==> config.mk <==
export PLATFORM = sky130hd
export DESIGN_NAME = alu_exec_stage
export DESIGN_NICKNAME = d
export VERILOG_FILES = /design/src/rtl/alu_exec_stage_pkg.sv /design/src/rtl/alu_exec_stage_alu.sv /design/src/rtl/alu_exec_stage.sv
export SDC_FILE = /design/constraint.sdc
export NUM_CORES = 1
export LEC_CHECK = 0
export BUFFER_PORTS_ARGS = -buffer_cell sky130_fd_sc_hd__buf_2
export CAP_MARGIN = 20
export CORE_MARGIN = 5
export CORE_UTILIZATION = 40
export CTS_CLUSTER_SIZE = 25
export DETAILED_ROUTE_END_ITERATION = 12
export GPL_ROUTABILITY_DRIVEN = 0
export HOLD_SLACK_MARGIN = 0.05
export SYNTH_ARGS = -nofsm -noshare
export SYNTH_HDL_FRONTEND = slang
export SYNTH_SLANG_ARGS = --single-unit
==> constraint.sdc <==
create_clock -name clk -period 3 [get_ports clk]
set_input_delay 0.6 -clock clk [delete_from_list [all_inputs] [get_ports clk]]
set_output_delay 0.6 -clock clk [all_outputs]
set_load 0.01 [all_outputs]
==> src/rtl/alu_exec_stage_pkg.sv <==
// Shared ALU definitions: opcode width, opcode constants, stage state and flag bundle.
package alu_exec_stage_pkg;

  localparam int OP_W = 4;

  localparam logic [OP_W-1:0] OP_ADD       = 4'd1;
  localparam logic [OP_W-1:0] OP_ADD_CARRY = 4'd2;
  localparam logic [OP_W-1:0] OP_SUB       = 4'd3;
  localparam logic [OP_W-1:0] OP_INC       = 4'd4;
  localparam logic [OP_W-1:0] OP_DEC       = 4'd5;
  localparam logic [OP_W-1:0] OP_AND       = 4'd6;
  localparam logic [OP_W-1:0] OP_NOT       = 4'd7;
  localparam logic [OP_W-1:0] OP_ROL       = 4'd8;
  localparam logic [OP_W-1:0] OP_ROR       = 4'd9;

  typedef enum logic {
    ST_EMPTY = 1'b0,
    ST_FULL  = 1'b1
  } state_t;

  typedef struct packed {
    logic carry;
    logic borrow;
    logic zero;
    logic parity;
    logic invalid;
  } alu_flags_t;

endpackage

==> src/rtl/alu_exec_stage_alu.sv <==
// Combinational team ALU. Carry comes from ADD/ADD_CARRY/INC, borrow from SUB/DEC;
// parity is the XOR of all result bits (1 = odd number of ones).
module alu_exec_stage_alu
  import alu_exec_stage_pkg::*;
#(
  parameter int BUS_WIDTH = 8
) (
  input  logic [OP_W-1:0]      opcode,
  input  logic [BUS_WIDTH-1:0] a,
  input  logic [BUS_WIDTH-1:0] b,
  input  logic                 carry_in,
  output logic [BUS_WIDTH-1:0] y,
  output alu_flags_t           flags
);

  localparam logic [BUS_WIDTH:0] ONE = {{BUS_WIDTH{1'b0}}, 1'b1};

  logic [BUS_WIDTH:0] wide_a;
  logic [BUS_WIDTH:0] wide_b;
  logic [BUS_WIDTH:0] wide_cin;

  assign wide_a   = {1'b0, a};
  assign wide_b   = {1'b0, b};
  assign wide_cin = {{BUS_WIDTH{1'b0}}, carry_in};

  always_comb begin
    y             = '0;
    flags.carry   = 1'b0;
    flags.borrow  = 1'b0;
    flags.invalid = 1'b0;
    case (opcode)
      OP_ADD:       {flags.carry, y}  = wide_a + wide_b;
      OP_ADD_CARRY: {flags.carry, y}  = wide_a + wide_b + wide_cin;
      OP_SUB:       {flags.borrow, y} = wide_a - wide_b;
      OP_INC:       {flags.carry, y}  = wide_a + ONE;
      OP_DEC:       {flags.borrow, y} = wide_a - ONE;
      OP_AND:       y = a & b;
      OP_NOT:       y = ~a;
      OP_ROL:       y = {a[BUS_WIDTH-2:0], a[BUS_WIDTH-1]};
      OP_ROR:       y = {a[0], a[BUS_WIDTH-1:1]};
      default:      flags.invalid = 1'b1;
    endcase
    flags.zero   = (y == '0);
    flags.parity = ^y;
  end

endmodule

==> src/rtl/alu_exec_stage.sv <==
// Registered ALU execute stage: one-entry output register with valid/ready on both sides,
// a carry-chain flag for ADD_CARRY/INC, and a saturating invalid-opcode counter.
module alu_exec_stage
  import alu_exec_stage_pkg::*;
#(
  parameter int BUS_WIDTH = 8
) (
  input  logic                 clk,
  input  logic                 reset_n,
  input  logic                 in_valid,
  output logic                 in_ready,
  input  logic [OP_W-1:0]      in_opcode,
  input  logic [BUS_WIDTH-1:0] in_a,
  input  logic [BUS_WIDTH-1:0] in_b,
  input  logic                 clear_carry,
  output logic                 out_valid,
  input  logic                 out_ready,
  output logic [BUS_WIDTH-1:0] out_y,
  output logic                 out_carry,
  output logic                 out_borrow,
  output logic                 out_zero,
  output logic                 out_parity,
  output logic                 out_invalid,
  output logic                 carry_flag,
  output logic [7:0]           invalid_count,
  output state_t               dbg_state
);

  // Handshake: a transfer happens on a rising edge where valid && ready are both high.
  // The producer holds its payload stable while valid && !ready; ready never waits on valid.

  state_t                 state_q, state_d;
  logic                   accept;
  logic [BUS_WIDTH-1:0]   alu_y;
  alu_flags_t             alu_flags;
  alu_flags_t             flags_q;

  alu_exec_stage_alu #(.BUS_WIDTH(BUS_WIDTH)) alu (
    .opcode   (in_opcode),
    .a        (in_a),
    .b        (in_b),
    .carry_in (carry_flag),
    .y        (alu_y),
    .flags    (alu_flags)
  );

  assign accept = in_valid && in_ready;

  always_ff @(posedge clk or negedge reset_n) begin
    if (!reset_n) state_q <= ST_EMPTY;
    else          state_q <= state_d;
  end

  always_comb begin
    state_d = state_q;
    case (state_q)
      ST_EMPTY: if (accept) state_d = ST_FULL;
      ST_FULL:  if (out_ready && !accept) state_d = ST_EMPTY;
      default:  state_d = ST_EMPTY;
    endcase
  end

  always_comb begin
    out_valid = (state_q == ST_FULL);
    in_ready  = (state_q == ST_EMPTY) || out_ready;
    dbg_state = state_q;
  end

  // The result register only loads on acceptance, so a stalled result stays put.
  always_ff @(posedge clk or negedge reset_n) begin
    if (!reset_n) begin
      out_y   <= '0;
      flags_q <= '0;
    end else if (accept) begin
      out_y   <= alu_y;
      flags_q <= alu_flags;
    end
  end

  always_ff @(posedge clk or negedge reset_n) begin
    if (!reset_n) begin
      carry_flag <= 1'b0;
    end else if (clear_carry) begin
      carry_flag <= 1'b0;
    end else if (accept && (in_opcode == OP_ADD_CARRY || in_opcode == OP_INC)) begin
      carry_flag <= alu_flags.carry;
    end
  end

  always_ff @(posedge clk or negedge reset_n) begin
    if (!reset_n) begin
      invalid_count <= 8'd0;
    end else if (accept && alu_flags.invalid && invalid_count != 8'hFF) begin
      invalid_count <= invalid_count + 8'd1;
    end
  end

  assign out_carry   = flags_q.carry;
  assign out_borrow  = flags_q.borrow;
  assign out_zero    = flags_q.zero;
  assign out_parity  = flags_q.parity;
  assign out_invalid = flags_q.invalid;

endmodule

==> results of run 1 <==
-- kinds of logic after synthesis --
family                   count (synthesis)  synth area share, %
flip-flops                              23                 20.6
adder cells (fa/ha/maj)                 27                 12.6
multiplexers                             5                 1.88
XOR/XNOR                                28                 8.78
buffers and inverters                   44                 8.20
AO/OA/AOI/OAI                          104                 26.2
AND/OR/NAND/NOR                        119                 21.7
-- critical path, stage by stage --
cell      delay (ns)
buf_2           0.11
ha_4            0.13
inv_2           0.03
fa_2            0.38
nor2_4          0.14
o31ai_4         0.07
xnor2_2         0.17
or4_4           0.58
xor2_1          0.17
a211oi_2        0.18
buf_4           0.16
ha_4            0.20
xnor2_2         0.13
xnor2_1         0.13
o21ai_1         0.07
-- cell type report --
class	instances	area, µm²	area share (%)
Clock buffer	3	41.3	1.09
Clock inverter	1	5.00	0.132
Inverter	22	82.6	2.18
Multi-Input combinational cell	283	2100	55.6
Sequential cell	23	576	15.2
Tap cell	96	120	3.18
Timing Repair Buffer	129	852	22.5
-- worst max-delay path by stage --
| stage | slack, ns | end | cells after the start | startpoint |
|---|---|---|---|---|
| 5_1_grt | -0.21 | out_parity$_DFFE_PN0P_ | 16 | in_a[0] |
| 3_3_place_gp | -0.60 | out_parity$_DFFE_PN0P_ | 11 | in_a[2] |
| 2_1_floorplan | -0.33 | out_parity$_DFFE_PN0P_ | 13 | in_a[0] |
| 4_1_cts | -0.12 | out_parity$_DFFE_PN0P_ | 13 | in_b[1] |
| 6_report | -0.10 | out_parity$_DFFE_PN0P_ | 15 | in_b[0] |
| 3_5_place_dp | -0.63 | out_parity$_DFFE_PN0P_ | 11 | in_a[2] |
-- layout by cell type, fill, tap and decap left out, types with 6 or more instances in the layout --
cell,count
buf_4,80
buf_2,48
nand2_1,32
nor2_1,28
o21ai_0,23
dfrtp_1,23
inv_1,21
ha_1,20
xnor2_1,17
a21oi_1,13
nor3_1,8
nand3_1,8
nor2b_1,7
xor2_1,7
nand2b_1,6
a32oi_1,6
o31ai_1,6
o211ai_1,6
nand4_1,6
-- per-layer routing --
metal	routed length (µm)	vias up	global-route usage [%]	share of wire, %
met2	3900	123	32.6	46
li1	-	1506	-	-
met5	0	-	0	0
met1	3780	1433	24.9	45
met3	470	24	1.85	5.6
met4	240	0	7.22	2.9
-- state kept, by name, indices dropped and copies added (netlist names) --
signal	flops
dbg_state	1
out_parity	1
out_y	8
out_carry	1
out_borrow	1
out_zero	1
out_invalid	1
invalid_count	8
carry_flag	1
-- per-stage QoR --
step                hold slack, ns  TNS (ns)  area, µm²
global placement             0.456     -1.38       3630
global route                 0.333    -0.210       3780
floorplan                    0.304    -0.330       2820
CTS                          0.309    -0.118       3730
detailed placement           0.467     -1.61       3630
finish                       0.291    -0.104       3780
-- timing repair --
item                       CTS  global route
pin swaps                    4             4
setup endpoints to repair    2             3
hold endpoints to repair     0             0
resized for setup           11             8
buffers inserted             1             1
-- power groups by stage --
| stage | clock (mW) | combinational (mW) | sequential, mW |
|---|---|---|---|
| after global placement | 0 | 0.676 | 0.435 |
| after detailed placement | 0 | 0.683 | 0.438 |
| final | 0.187 | 0.728 | 0.431 |
| after global routing | 0.210 | 0.802 | 0.443 |
| after CTS | 0.192 | 0.711 | 0.431 |
| after floorplan | 0 | 0.376 | 0.464 |
==> reports/results.tsv, run 1 <==
metric	value	unit
status	finished with violations	
violations	negative setup slack	
numCtsBuffers	3	
netlist_area_before_placement	2790	µm²
clock_power_share	13.9	%
syn_nets	402	
finish.net_count	514	
p_comb_share	54.1	%
power_density	356	nW/µm²
netSwitchingFraction	39.2	%
final_total_pwr	1.35	mW
cp_data_arrival_time	3.26	ns
post_drt_wl_per_cell	15.1	µm
clock_insertion_delay_at_the_later_pin_of_the_skew_report	0.26	ns
drt_iter0_drc	272	
yosys.area.top_type	dfrtp_1	
std_cell_rows	30	
grt_residual_overflow	0	
regToRegStartpoint	carry_flag$_DFFE_PN0P_	
synth_area_leaders	dfrtp_1 (21%), ha_1 (11%), xnor2_1 (6.3%)	
post_drt_via_cell_ratio	5.54	
wire_length_of_the_first_global_routing_pass	13600	µm
layout.cells.non_filler	557	
critPathMaxFanout	4	
fp.dieArea	8760	µm²
final.setup.worst_slack	-0.104	ns
drt_pass1_iterations	6	
via_count	3086	
fmax	0.322	GHz
detail-route-antenna-nets	0	
worst_pin_slew	0.549	ns
core-area	6790	µm²
final.fill_count	655	
rsz0062_at_grt	yes	
cts-root-to-sink-buffers	2	
min-delay-path-class	primary input to asynchronous set/reset pin	
cp-end-kind	register	
switchingPower	528	µW
postSynthRegisterBits	23	
timing.final.crit_period	3.10	ns
number_of_placed_i_o_pins	50	
power.static_leakage	1.72	nW
chipWidth	93.6	µm
yosys.cell_types.count	61	
final_max_slew_viol_count	0	
first_global_vias	2885	
cts_num_sinks	23	
initial_core_utilization	41.1	%
setup.reg_to_reg.worst_slack	0.51	ns
synth-async-reset-ratio	100	%
fin_worst_skew	0.00846	ns
detailed_place_hpwl	6760	µm
setup_violations	1	
crit_path_start_kind	primary input	
clk_pin_slew	0.08	ns
placed_cells_incl_taps	551	
r2r_cells	11	
critical_path.reg2reg.endpoint	out_parity$_DFFE_PN0P_	
place_worst_setup_slack	-0.628	ns
ys.warnings.count	0	
synthMostInstantiatedCell	nand2_1	
synth_seq_area_share	20.6	%
drv_cap	0	
number_of_enable_flip_flop_cells_after_synthesis	0	
fin_util	55.6	%
die_span_y	93.6	µm
critPathRequiredTime	3.15	ns
maximum_number_of_pins_on_one_net_before_global_route_repair	26	
cts-hold-fix-buffers	0	
io_buffer_count	49	
drcViolationCount	0	
wl	8390	µm
htree_levels	1	
worst-setup-path-type	primary input to register	
tritoncts	built	
antenna_cells	0	
p_seq_share	32.0	%
areaGrowthSynthToFinish	35.3	%
p_int	819	µW
synth_top_area_share	20.6	%
fin_crit_share	103	%
post_route_cells_drive_above_1_share	35.6	%
antenna_violations_before_repair	0	
cts-root-buf	clkbuf_8	
globalRouteTotalUtil	19.1	%
syn-instance-count	350	
worst_ir_drop_vdd	0.191	mV
slew_margin_rel	62.9	%
final_hold_viol_count	0	
synth_top_cells_by_count	nand2_1 (33), nor2_1 (28), ha_1 (25), o21ai_0 (25), dfrtp_1 (23)	
syn_area_per_cell	7.98	µm²
synth_ff_type	dfrtp_1	
Power figures use the tool's default switching activity.
==> run 2: changes to the inputs <==
- CORE_MARGIN: 5 -> default
==> reports/results.tsv, run 2 (synthesis gave the netlist of run 1 again) <==
metric	value	unit
status	finished with violations	
violations	negative setup slack	
drcViolationCount	0	
clk_pin_slew	0.08	ns
layout_common_cells	buf_4 (80), buf_2 (47), nand2_1 (33)	
worst_ir_drop_vdd	0.162	mV
globalRouteTotalUtil	22.4	%
areaGrowthSynthToFinish	35.1	%
power_density	360	nW/µm²
detail-route-antenna-nets	0	
wl	8120	µm
setup_violations	1	
fp.dieArea	7320	µm²
critPathMaxFanout	3	
cts-hold-fix-buffers	0	
maximum_number_of_pins_on_one_net_before_global_route_repair	26	
core-area	6760	µm²
cts-root-buf	clkbuf_8	
chipWidth	85.6	µm
place_worst_setup_slack	-0.652	ns
antenna_cells	0	
drt_pass1_iterations	5	
crit_path_start_kind	primary input	
timing.final.crit_period	3.16	ns
drv_cap	0	
worst_pin_slew	0.496	ns
antenna_violations_before_repair	0	
finish.net_count	514	
worst-setup-path-type	primary input to register	
cp-end-kind	register	
slew_margin_rel	66.9	%
cts-root-to-sink-buffers	2	
number_of_placed_i_o_pins	50	
wire_length_of_the_first_global_routing_pass	13400	µm
post_drt_wl_per_cell	15.0	µm
io_buffer_count	49	
via_count	3063	
totalNegativeSetupSlack	-0.155	ns
final_max_slew_viol_count	0	
die_span_y	85.6	µm
layout_commonest_cell	buf_4	
final.setup.worst_slack	-0.155	ns
detailed_place_hpwl	6520	µm
post_route_cells_drive_above_1_share	35.8	%
fin_worst_skew	0.00126	ns
clock_insertion_delay_at_the_later_pin_of_the_skew_report	0.25	ns
power.static_leakage	1.72	nW
htree_levels	1	
cp_data_arrival_time	3.30	ns
largest_registers	invalid_count: 8 flops, out_y: 8 flops	
r2r_cells	9	
numCtsBuffers	3	
min-delay-path-class	primary input to asynchronous set/reset pin	
final_hold_viol_count	0	
fmax	0.317	GHz
cts_num_sinks	23	
final_total_pwr	1.36	mW
critPathRequiredTime	3.14	ns
drt_iter0_drc	235	
rsz0062_at_grt	yes	
std_cell_rows	30	
tritoncts	built	
post_drt_via_cell_ratio	5.66	
initial_core_utilization	41.4	%
grt_residual_overflow	0	
fin_crit_share	105	%
first_global_vias	2798	
finalHoldWorstSlack	0.301	ns
-- run 2: cell counts in the layout (fill, tap and decap cells not counted) --
No cell type changed its count.
-- run 2: layout make-up --
cell class / instances / area [µm²]
inverter: 22 / 82.6
multi-input combinational: 283 / 2110
fill: 647 / 2980
clock buffer: 3 / 41.3
tap: 80 / 100
timing repair buffer: 129 / 862
sequential: 23 / 576
clock inverter: 1 / 5.00
-- run 2: path summary, 6_finish.rpt --
kind / startpoint / to / slack [ns]
max in group asynchronous: reset_n / invalid_count[1]$_DFFE_PN0P_ / 2.37
min in group clk: out_y[0]$_DFFE_PN0P_ / out_y[0]$_DFFE_PN0P_ / 0.47
hold reg to reg: out_y[0]$_DFFE_PN0P_ / out_y[0]$_DFFE_PN0P_ / 0.47
setup reg to reg: carry_flag$_DFFE_PN0P_ / out_parity$_DFFE_PN0P_ / 0.39
setup / recovery: in_b[0] / out_parity$_DFFE_PN0P_ / -0.16
hold / removal: reset_n / out_y[0]$_DFFE_PN0P_ / 0.30
-- run 2: critical path, stage by stage --
cell     delay (ns)
buf_8          0.08
ha_4           0.13
inv_2          0.03
fa_2           0.38
nor2_4         0.14
o31ai_4        0.09
xnor2_2        0.15
or3_4          0.35
or4_4          0.50
a31oi_4        0.21
ha_4           0.24
xnor2_2        0.16
xnor2_1        0.15
o21ai_1        0.08
-- run 2: per-stage QoR --
stage | cell area, µm² | instances | util (%)
4_1_cts | 3710 | 539 | 54.9
3_5_place_dp | 3580 | 531 | 53.0
2_1_floorplan | 2820 | 350 | -
6_report | 3770 | 541 | 55.9
3_3_place_gp | 3580 | 531 | 53.0
5_1_grt | 3770 | 541 | 55.9
-- run 2: timing repair --
item	CTS	global route
endpoints found under the setup margin	2	5
gates resized for setup	12	14
setup buffers	4	2
pin swaps	13	11
-- run 2: layer usage --
metal | vias up | global-route usage (%) | part of all wire, %
met2 | 120 | 39.2 | 48
met5 | - | 0 | 0
met1 | 1425 | 30.4 | 45
met3 | 12 | 1.44 | 5.1
met4 | 0 | 5.00 | 1.8
li1 | 1506 | - | -
-- run 2: power by group --
| group | total (mW) | internal, mW | switching [mW] |
|---|---|---|---|
| Combinational | 0.742 | 0.362 | 0.380 |
| Sequential | 0.433 | 0.374 | 0.0585 |
| Clock | 0.183 | 0.0923 | 0.0902 |
